<file path="config.mk">
export PLATFORM = sky130hd
export DESIGN_NAME = stream_mux_n
export DESIGN_NICKNAME = d
export VERILOG_FILES = /design/src/rtl/stream_mux_n_pkg.sv /design/src/rtl/stream_mux_n_rr_arbiter.sv /design/src/rtl/stream_mux_n.sv
export SDC_FILE = /design/constraint.sdc
export NUM_CORES = 1
export LEC_CHECK = 0
export ABC_AREA = 0
export CORE_MARGIN = 2
export CORE_UTILIZATION = 47
export CTS_CLUSTER_SIZE = 10
export DETAILED_ROUTE_END_ITERATION = 6
export MAX_ROUTING_LAYER = met4
export PLACE_DENSITY_LB_ADDON = 0.2
export SLEW_MARGIN = 20
export SYNTH_ARGS = -nofsm -noshare
export SYNTH_HDL_FRONTEND = slang
export SYNTH_SLANG_ARGS = --single-unit
</file>
<file path="constraint.sdc">
create_clock -name Clk -period 7.4 [get_ports Clk]
set_input_delay 0.74 -clock Clk [delete_from_list [all_inputs] [get_ports Clk]]
set_output_delay 0.74 -clock Clk [all_outputs]
set_load 0.03 [all_outputs]
</file>
<file path="src/rtl/stream_mux_n_pkg.sv">
// Shared definitions for the stream_mux_n slice: select-mode encodings and
// default sizing used by the top and the round-robin arbiter.
package stream_mux_n_pkg;

    // Select mode encodings seen on the Mode input
    localparam logic MODE_FIXED = 1'b0;
    localparam logic MODE_RR    = 1'b1;

    // Default sizing
    localparam int DEF_WIDTH  = 8;
    localparam int DEF_NUM_CH = 4;
    localparam int DEF_SEL_W  = 2;

endpackage

</file>
<file path="src/rtl/stream_mux_n_rr_arbiter.sv">
// Round-robin arbiter: grants the first requesting channel after the
// channel that was served last, wrapping modulo NUM_CH. Purely combinational;
// the Last pointer register lives in the top.
module stream_mux_n_rr_arbiter
    import stream_mux_n_pkg::*;
#(
    parameter int NUM_CH = DEF_NUM_CH,
    parameter int SEL_W  = DEF_SEL_W
) (
    input  logic [NUM_CH-1:0] req_i,
    input  logic [SEL_W-1:0]  last_i,
    output logic [NUM_CH-1:0] gnt_o,
    output logic [SEL_W-1:0]  idx_o,
    output logic              vld_o
);

    logic [SEL_W-1:0] cand;
    logic             found;

    // Rotating priority search starting one past the last served channel
    always_comb begin
        gnt_o = '0;
        idx_o = '0;
        cand  = '0;
        found = 1'b0;
        for (int i = 1; i <= NUM_CH; i++) begin
            cand = SEL_W'((int'(last_i) + i) % NUM_CH);
            if (!found && req_i[cand]) begin
                found       = 1'b1;
                gnt_o[cand] = 1'b1;
                idx_o       = cand;
            end
        end
        vld_o = found;
    end

endmodule

</file>
<file path="src/rtl/stream_mux_n.sv">
// Registered NUM_CH-to-1 stream multiplexer with valid/ready on every channel.
// Fixed mode forwards the channel named by Sel; round-robin mode rotates over
// the valid channels. One output register gives 1-cycle latency and full
// throughput when the consumer drains and a new word is granted together.
module stream_mux_n
    import stream_mux_n_pkg::*;
#(
    parameter int WIDTH  = DEF_WIDTH,
    parameter int NUM_CH = DEF_NUM_CH,
    parameter int SEL_W  = DEF_SEL_W
) (
    input  logic                    Clk,
    input  logic                    Reset_n,
    input  logic                    Mode,
    input  logic [SEL_W-1:0]        Sel,
    input  logic [NUM_CH*WIDTH-1:0] InData,
    input  logic [NUM_CH-1:0]       InValid,
    output logic [NUM_CH-1:0]       InReady,
    output logic [WIDTH-1:0]        OutData,
    output logic [SEL_W-1:0]        OutCh,
    output logic                    OutValid,
    input  logic                    OutReady,
    output logic                    SelErr
);

    // NUM_CH widened by one bit so Sel can be range-checked without overflow
    localparam logic [SEL_W:0]   NUM_CH_L = (SEL_W+1)'(NUM_CH);
    // Pointer reset value: last = NUM_CH-1 gives channel 0 first priority
    localparam logic [SEL_W-1:0] LAST_RST = SEL_W'(NUM_CH - 1);

    logic [WIDTH-1:0]  out_data_q, out_data_d;
    logic [SEL_W-1:0]  out_ch_q,   out_ch_d;
    logic              out_vld_q,  out_vld_d;
    logic              sel_err_q,  sel_err_d;
    logic [SEL_W-1:0]  last_q,     last_d;

    logic              load;
    logic              sel_ok;
    logic              fix_vld;
    logic [NUM_CH-1:0] fix_onehot;
    logic [NUM_CH-1:0] rr_gnt;
    logic [SEL_W-1:0]  rr_idx;
    logic              rr_vld;
    logic              gnt_vld;
    logic [SEL_W-1:0]  gnt_idx;
    logic [WIDTH-1:0]  data_sel;

    stream_mux_n_rr_arbiter #(
        .NUM_CH (NUM_CH),
        .SEL_W  (SEL_W)
    ) u_arb (
        .req_i  (InValid),
        .last_i (last_q),
        .gnt_o  (rr_gnt),
        .idx_o  (rr_idx),
        .vld_o  (rr_vld)
    );

    // Resolve the grant for the current mode and the handshake towards producers
    always_comb begin
        sel_ok     = ({1'b0, Sel} < NUM_CH_L);
        fix_vld    = 1'b0;
        fix_onehot = '0;
        for (int k = 0; k < NUM_CH; k++) begin
            if ((Sel == SEL_W'(k)) && InValid[k]) begin
                fix_vld       = 1'b1;
                fix_onehot[k] = 1'b1;
            end
        end

        if (Mode == MODE_RR) begin
            gnt_vld = rr_vld;
            gnt_idx = rr_idx;
        end else begin
            gnt_vld = fix_vld;
            gnt_idx = Sel;
        end

        // Output register can take a word when empty or being drained this cycle
        load = !out_vld_q || OutReady;

        if (load && gnt_vld) begin
            InReady = (Mode == MODE_RR) ? rr_gnt : fix_onehot;
        end else begin
            InReady = '0;
        end

        data_sel = '0;
        for (int k = 0; k < NUM_CH; k++) begin
            if (gnt_idx == SEL_W'(k)) begin
                data_sel = InData[k*WIDTH +: WIDTH];
            end
        end
    end

    // Next state of the output register, round-robin pointer and error flag
    always_comb begin
        out_data_d = out_data_q;
        out_ch_d   = out_ch_q;
        out_vld_d  = out_vld_q;
        last_d     = last_q;
        sel_err_d  = sel_err_q || ((Mode == MODE_FIXED) && !sel_ok);

        if (load) begin
            out_vld_d = gnt_vld;
            if (gnt_vld) begin
                out_data_d = data_sel;
                out_ch_d   = gnt_idx;
                if (Mode == MODE_RR) begin
                    last_d = gnt_idx;
                end
            end
        end
    end

    // State registers; reset discards any held word immediately
    always_ff @(posedge Clk or negedge Reset_n) begin
        if (!Reset_n) begin
            out_data_q <= '0;
            out_ch_q   <= '0;
            out_vld_q  <= 1'b0;
            sel_err_q  <= 1'b0;
            last_q     <= LAST_RST;
        end else begin
            out_data_q <= out_data_d;
            out_ch_q   <= out_ch_d;
            out_vld_q  <= out_vld_d;
            sel_err_q  <= sel_err_d;
            last_q     <= last_d;
        end
    end

    assign OutData  = out_data_q;
    assign OutCh    = out_ch_q;
    assign OutValid = out_vld_q;
    assign SelErr   = sel_err_q;

endmodule
</file>
==> impl_results.md, run 1 <==
- Critical Path Start Type: flop
- Core footprint: 2810 um2
- Critical path cell sequence: inv_1 -> ha_1 -> mux4_2 -> nor3_1 -> o2bb2ai_1 -> nand2b_1 -> nor2_1 -> clkdlybuf4s50_1
- Largest net degree at the start of global routing: 20
- Worst stage delay on the critical path: between 0.7 and 0.8 ns
- Via count: ~1400
- Share of layout cells above drive strength 1: about 8.2%
- Fin area: between 1500 and 2000 um2
- Root buf cell: clkbuf_4
- Number of global-route vias before repair: 1342
- Reg power frac: between 20% and 30%
- TritonCTS clock tree: built
- Final min period: 4.98 ns
- Starting density of the core: a little over 50%
- FFs w/ async S/R, synth: 100%
- Rel. slew slack: a little under a third
- Number of warnings printed during yosys synthesis: 0
- GRT Resource Usage Total: about a quarter
- Netlist cell types: between 40 and 50
- Antenna fix cells: 0
- Endpoints failing hold: 0
- Gp weighted congestion: just over 0.9
- Vias per cell: 6.08
- FMAX: 201 MHz
- Crit-path slowest cell: dfstp_2
- Placed standard-cell area: 1910 um2
- Worst hold path class: flop to flop
- Commonest non-fill, non-tap cell in the layout: clkdlybuf4s50_1
- Area delta synth->final: 36.5%
- Worst Setup End Kind: output pin
- CTS sink cnt: 13
- Most frequent cells in the layout: clkdlybuf4s50_1 (56), mux2i_1 (17), nor2_1 (12), nand2_1 (12), dfrtp_1 (11)
- DR WL/cell: 17.1 um
- DP HPWL: 2950 um
- Number of synthesized flops with an enable pin: 0
- Net Sw Frac: 49.9%
- GR Overflow Total: 0
- Final worst path period share: between 60% and 70%
- Mapped cell area: between 1000 and 1500 um2
- Number of synthesized register bits: 13
- Combinational Power Share: around 74%
- First-pass GRT wire length: between 6000 and 7000 um
- Die Wd: about 59 um
- Resize count post-CTS: 0
- Initial antenna violation count: 0
- Clock slew at reported path FFs: 0.08 ns
- Net count, final: 245
- Crit Path Category: flop to output pin
- Clock Power Share: 6.1%
- Setup TNS: 0 ns
- Final wirelength: a little under 4000 um
- # port buffers: 56
- Initial DRC Count: between 60 and 70
- Post-CTS Setup Bufs: 0
- Required @ worst endpoint: 6.66 ns
- Sw Pwr: between 300 and 400 uW
- TritonCTS Buffers: 3
- Pleak: between 0.0007 and 0.0008 uW
- I/O Pins: between 50 and 60
- Max-cap violations: 0
- Die height: just under 60 um
- Crit Path Max Fanout: 19
- Rows: 19
- Finish-stage setup viols: 0
- Unrepaired setup endpoints after global routing: no
- Internal: roughly 370 uW
- Hold buffers post-CTS: 0
- Post-Synthesis Cells: 151
- Clk_skew: 0.00195 ns
- Max Slew Vio Count: 0
- DRC viols: 3
- Full die area: roughly 3500 um2
- Pwr dens: 379 nW/um2
- Peak VDD IR: approximately 260 uV
- Post-Syn Area per Cell: 9.40 um2
- Syn nets: around 200
- Skew-Pair Late Insertion Delay: approximately 0.28 ns
- Ys flop type: dfrtp_1
- Post-DRT Antenna Nets: 0
- Sequential area share after synthesis: 23.1%
- CTS Buffer Depth: 2
- Outcome: complete, but fails checks
- Failing checks: DRC
- Least-Margin Pin Slew: 1.02 ns
- First drt pass iteration count: 6
- Arrival @ worst endpoint: 4.24 ns
- Htree depth: 1
-- metrics by stage --
step / hold slack (ns) / std cells / total power, uW / setup WS, ns / utilization, %
floorplan: 0.444 / 151 / 562 / 3.64 / -
global placement: 0.464 / 221 / 666 / 2.89 / 68.1
detailed placement: 0.482 / 221 / 687 / 2.74 / 68.1
CTS: 0.500 / 225 / 733 / 2.41 / 69.0
global route: 0.531 / 225 / 793 / 2.10 / 69.0
finish: 0.497 / 225 / 734 / 2.42 / 69.0
-- state kept, by name, indices dropped and copies added (netlist names) --
signal,count
OutCh,2
OutData,8
OutValid,1
last_q,2
-- worst max-delay path, delay by kind of cell, from the launching register on --
family                   cells  cell delay, ns
multiplexers                 1            0.62
flip-flops                   1            0.77
buffers and inverters        2            0.82
AND/OR/NAND/NOR              3            0.97
AO/OA/AOI/OAI                1            0.17
adder cells (fa/ha/maj)      1            0.60
-- cells by family after synthesis --
group	count (synthesis)	share of synthesized area [%]
xor gates and xnor gates	1	0.617
AOI/OAI and AO/OA	44	23.6
and+or+nand+nor	38	14.0
other	1	0.264
buffers and inverters	22	9.52
adders and majority gates	8	7.05
muxes	24	21.8
DFF	13	23.1
-- power by group through the flow --
| stage | logic [uW] | registers, uW | clock network, uW |
|---|---|---|---|
| 6_report | 540 | 150 | 44.8 |
| 5_1_grt | 586 | 156 | 50.5 |
| 4_1_cts | 538 | 149 | 45.8 |
| 3_5_place_dp | 536 | 150 | 0 |
| 3_3_place_gp | 520 | 146 | 0 |
| 2_1_floorplan | 374 | 188 | 0 |
-- metal layers --
layer  global-route usage (%)  part of all wire, %
met5                        -                    0
met4                     4.87                  1.6
met3                     5.71                  6.2
met2                     39.4                   50
met1                     31.3                   43
-- cell type report --
cell class              instances  area [um2]
clock buffers                   4        26.3
well taps                      31        38.8
inverters                       5        18.8
multi-input cells             116         965
fillers                       215         868
repair buffers                 56         561
flip-flops and latches         13         328
-- cell usage after synthesis (2+ instances only) --
library cell / n / area (um2)
nor2b_1: 2 / 12.5
nand2_1: 12 / 45.0
o221ai_1: 8 / 70.1
a22oi_1: 8 / 60.1
o21ai_0: 8 / 40.0
nor3_1: 2 / 10.0
a32oi_1: 4 / 35.0
inv_1: 5 / 18.8
dfstp_2: 2 / 52.6
mux2_2: 2 / 22.5
mux2i_1: 17 / 170
clkbuf_2: 2 / 10.0
buf_2: 6 / 30.0
nand2b_1: 3 / 18.8
nor2_1: 12 / 45.0
o31ai_1: 2 / 15.0
a21oi_1: 2 / 10.0
dfrtp_1: 11 / 275
or3b_2: 2 / 17.5
a31oi_1: 2 / 12.5
mux4_2: 4 / 90.1
buf_6: 3 / 33.8
ha_1: 8 / 100
clkbuf_1: 4 / 15.0
-- path summary, 6_finish.rpt --
kind / startpoint / endpoint / slack (ns) / cells past startpoint
setup / recovery: last_q[0] / InReady[2] / 2.42 / 8
min in group asynchronous: Reset_n / OutValid / 0.84 / 1
max in group asynchronous: Reset_n / OutData[3] / 6.16 / 1
hold reg to reg: OutData[0] / OutData[0] / 0.50 / 2
hold / removal: OutData[0] / OutData[0] / 0.50 / 2
setup reg to reg: last_q[0] / OutData[1] / 3.44 / 8
(Power assumes the default switching activity.)
==> run 2: changes to the inputs <==
- CORE_UTILIZATION: 47 -> 39
- clock period: 7.4 -> 4.5 ns (I/O delays scaled with it)
==> run 2 against run 1 <==
The flow now finishes without violations. Clock-buffer cell count unchanged. Die area up 19%. Total power up 66%. Wire length down 1.6%.
==> impl_results.md, run 2 (synthesis gave the netlist of run 1 again) <==
- Final min period: between 4 and 5 ns
- Die Wd: between 60 and 70 um
- Arrival @ worst endpoint: between 3 and 4 ns
- Gp weighted congestion: 0.910
- Finish-stage setup viols: 0
- FF-to-FF End: OutData[2]
- Share of layout cells above drive strength 1: a little under 10%
- Outcome: completed
- Endpoints failing hold: 0
- Area delta synth->final: 39.4%
- Combinational Power Share: 76.2%
- TritonCTS Buffers: 3
- Final worst path period share: roughly 93%
- Rows: 21
- Initial antenna violation count: 0
- # port buffers: 56
- CTS Buffer Depth: 2
- Max reg flops: 8
- Setup TNS: 0 ns
- Net count, final: between 200 and 250
- Net Sw Frac: between 40% and 50%
- Clock slew at reported path FFs: around 0.080 ns
- Die height: between 60 and 70 um
- Most frequent cells in the layout: clkdlybuf4s50_1 (56), mux2i_1 (17), nor2_1 (12), nand2_1 (12), dfrtp_1 (11)
- Hold buffers post-CTS: 0
- Reg power frac: about 18%
- Sw Pwr: between 600 and 700 uW
- Min Hold Slack: 0.488 ns
- Crit Path Category: flop to output pin
- Pwr Total: ~1200 uW
- Commonest non-fill, non-tap cell in the layout: clkdlybuf4s50_1
- Core footprint: about 3400 um2
- DR WL/cell: roughly 16 um
- Least-Margin Pin Slew: 0.578 ns
- Starting density of the core: 41.5%
- Worst Setup EP: InReady[3]
- Clk_skew: around 0.0006 ns
- Pleak: approximately 0.0008 uW
- Crit Path Max Fanout: 13
- Resize count post-CTS: 0
- RR Startpoint: last_q[1]
- Worst R2R Path Depth: 9
- Full die area: 4140 um2
- Largest net degree at the start of global routing: 19
- Pwr dens: between 600 and 700 nW/um2
- Antenna fix cells: 0
- R2r setup slk: roughly 0.85 ns
- Number of fill cells: ~310
- Htree depth: 1
- DP HPWL: about 2900 um
- TritonCTS clock tree: built
- Root buf cell: clkbuf_4
- Final wirelength: approximately 3800 um
- GR Overflow Total: 0
- Worst Setup End Kind: output pin
- Via count: between 1000 and 1500
- Initial DRC Count: 33
- Number of global-route vias before repair: around 1400
- Unrepaired setup endpoints after global routing: no
- Max-cap violations: 0
- Peak VDD IR: 330 uV
- Internal: just over 600 uW
- FMAX: 238 MHz
- First-pass GRT wire length: ~6300 um
- First drt pass iteration count: 4
- Skew-Pair Late Insertion Delay: about 0.28 ns
- Worst hold path class: flop to flop
- CTS sink cnt: 13
- Vias per cell: ~5.7
- GRT Resource Usage Total: between 10% and 20%
- Non-filler cells, final: roughly 240
- Critical Path Start Type: flop
- Required @ worst endpoint: ~4.1 ns
- Max Slew Vio Count: 0
- Clock Power Share: 6.1%
- DP Cell Count: 239
- Crit path from: last_q[1]
- Rel. slew slack: about three fifths
- DRC viols: 0
- Post-DRT Antenna Nets: 0
- Post-CTS Setup Bufs: 0
- I/O Pins: 58
==> run 2: critical path, cell delays in order, from the launching register on <==
cell and delay, ns:
dfstp_2 0.65, inv_1 0.14, ha_1 0.55, mux4_2 0.63, nor4b_4 0.37, a22oi_1 0.13
o21ai_0 0.12, a32oi_1 0.09, nor2_1 0.11, clkdlybuf4s50_1 0.68
==> run 2: power by group through the flow <==
stage	Sequential (uW)	Combinational (uW)	Clock, uW
6_report	215	927	74.4
2_1_floorplan	308	616	0
3_5_place_dp	218	920	0
3_3_place_gp	216	901	0
5_1_grt	223	1000	82.9
4_1_cts	216	926	75.9
==> run 2: worst min-delay path by stage <==
stage / startpoint / endpoint / slack (ns) / cells past startpoint
CTS: OutData[3] / OutData[3] / 0.49 / 2
global placement: OutData[0] / OutData[0] / 0.47 / 2
detailed placement: OutCh[0] / OutCh[0] / 0.47 / 2
finish: OutCh[0] / OutCh[0] / 0.49 / 2
global route: OutData[7] / OutData[7] / 0.51 / 2
floorplan: Reset_n / OutCh[0] / 0.15 / 0
==> run 2: per-stage QoR <==
stage	util, %	area [um2]	setup slack, ns
floorplan	-	1420	1.03
global placement	57.1	1950	0.739
detailed placement	57.1	1950	0.637
CTS	57.9	1980	0.307
global route	57.9	1980	0.0912
finish	57.9	1980	0.299
==> run 2: final cells by class <==
type / count / area [um2] / area share, %
multi-input combinational: 116 / 965 / 48.8
timing repair buffer: 59 / 583 / 29.5
sequential: 13 / 328 / 16.6
tap: 46 / 57.6 / 2.91
clock buffer: 4 / 26.3 / 1.33
inverter: 5 / 18.8 / 0.949
==> run 2: metal layers <==
metal	track usage, %	share of wire (%)	up-vias
met4	5.32	1.6	0
met1	25.4	44	660
met3	4.93	6.1	10
met2	30.1	48	52
li1	-	-	659
met5	-	0	-
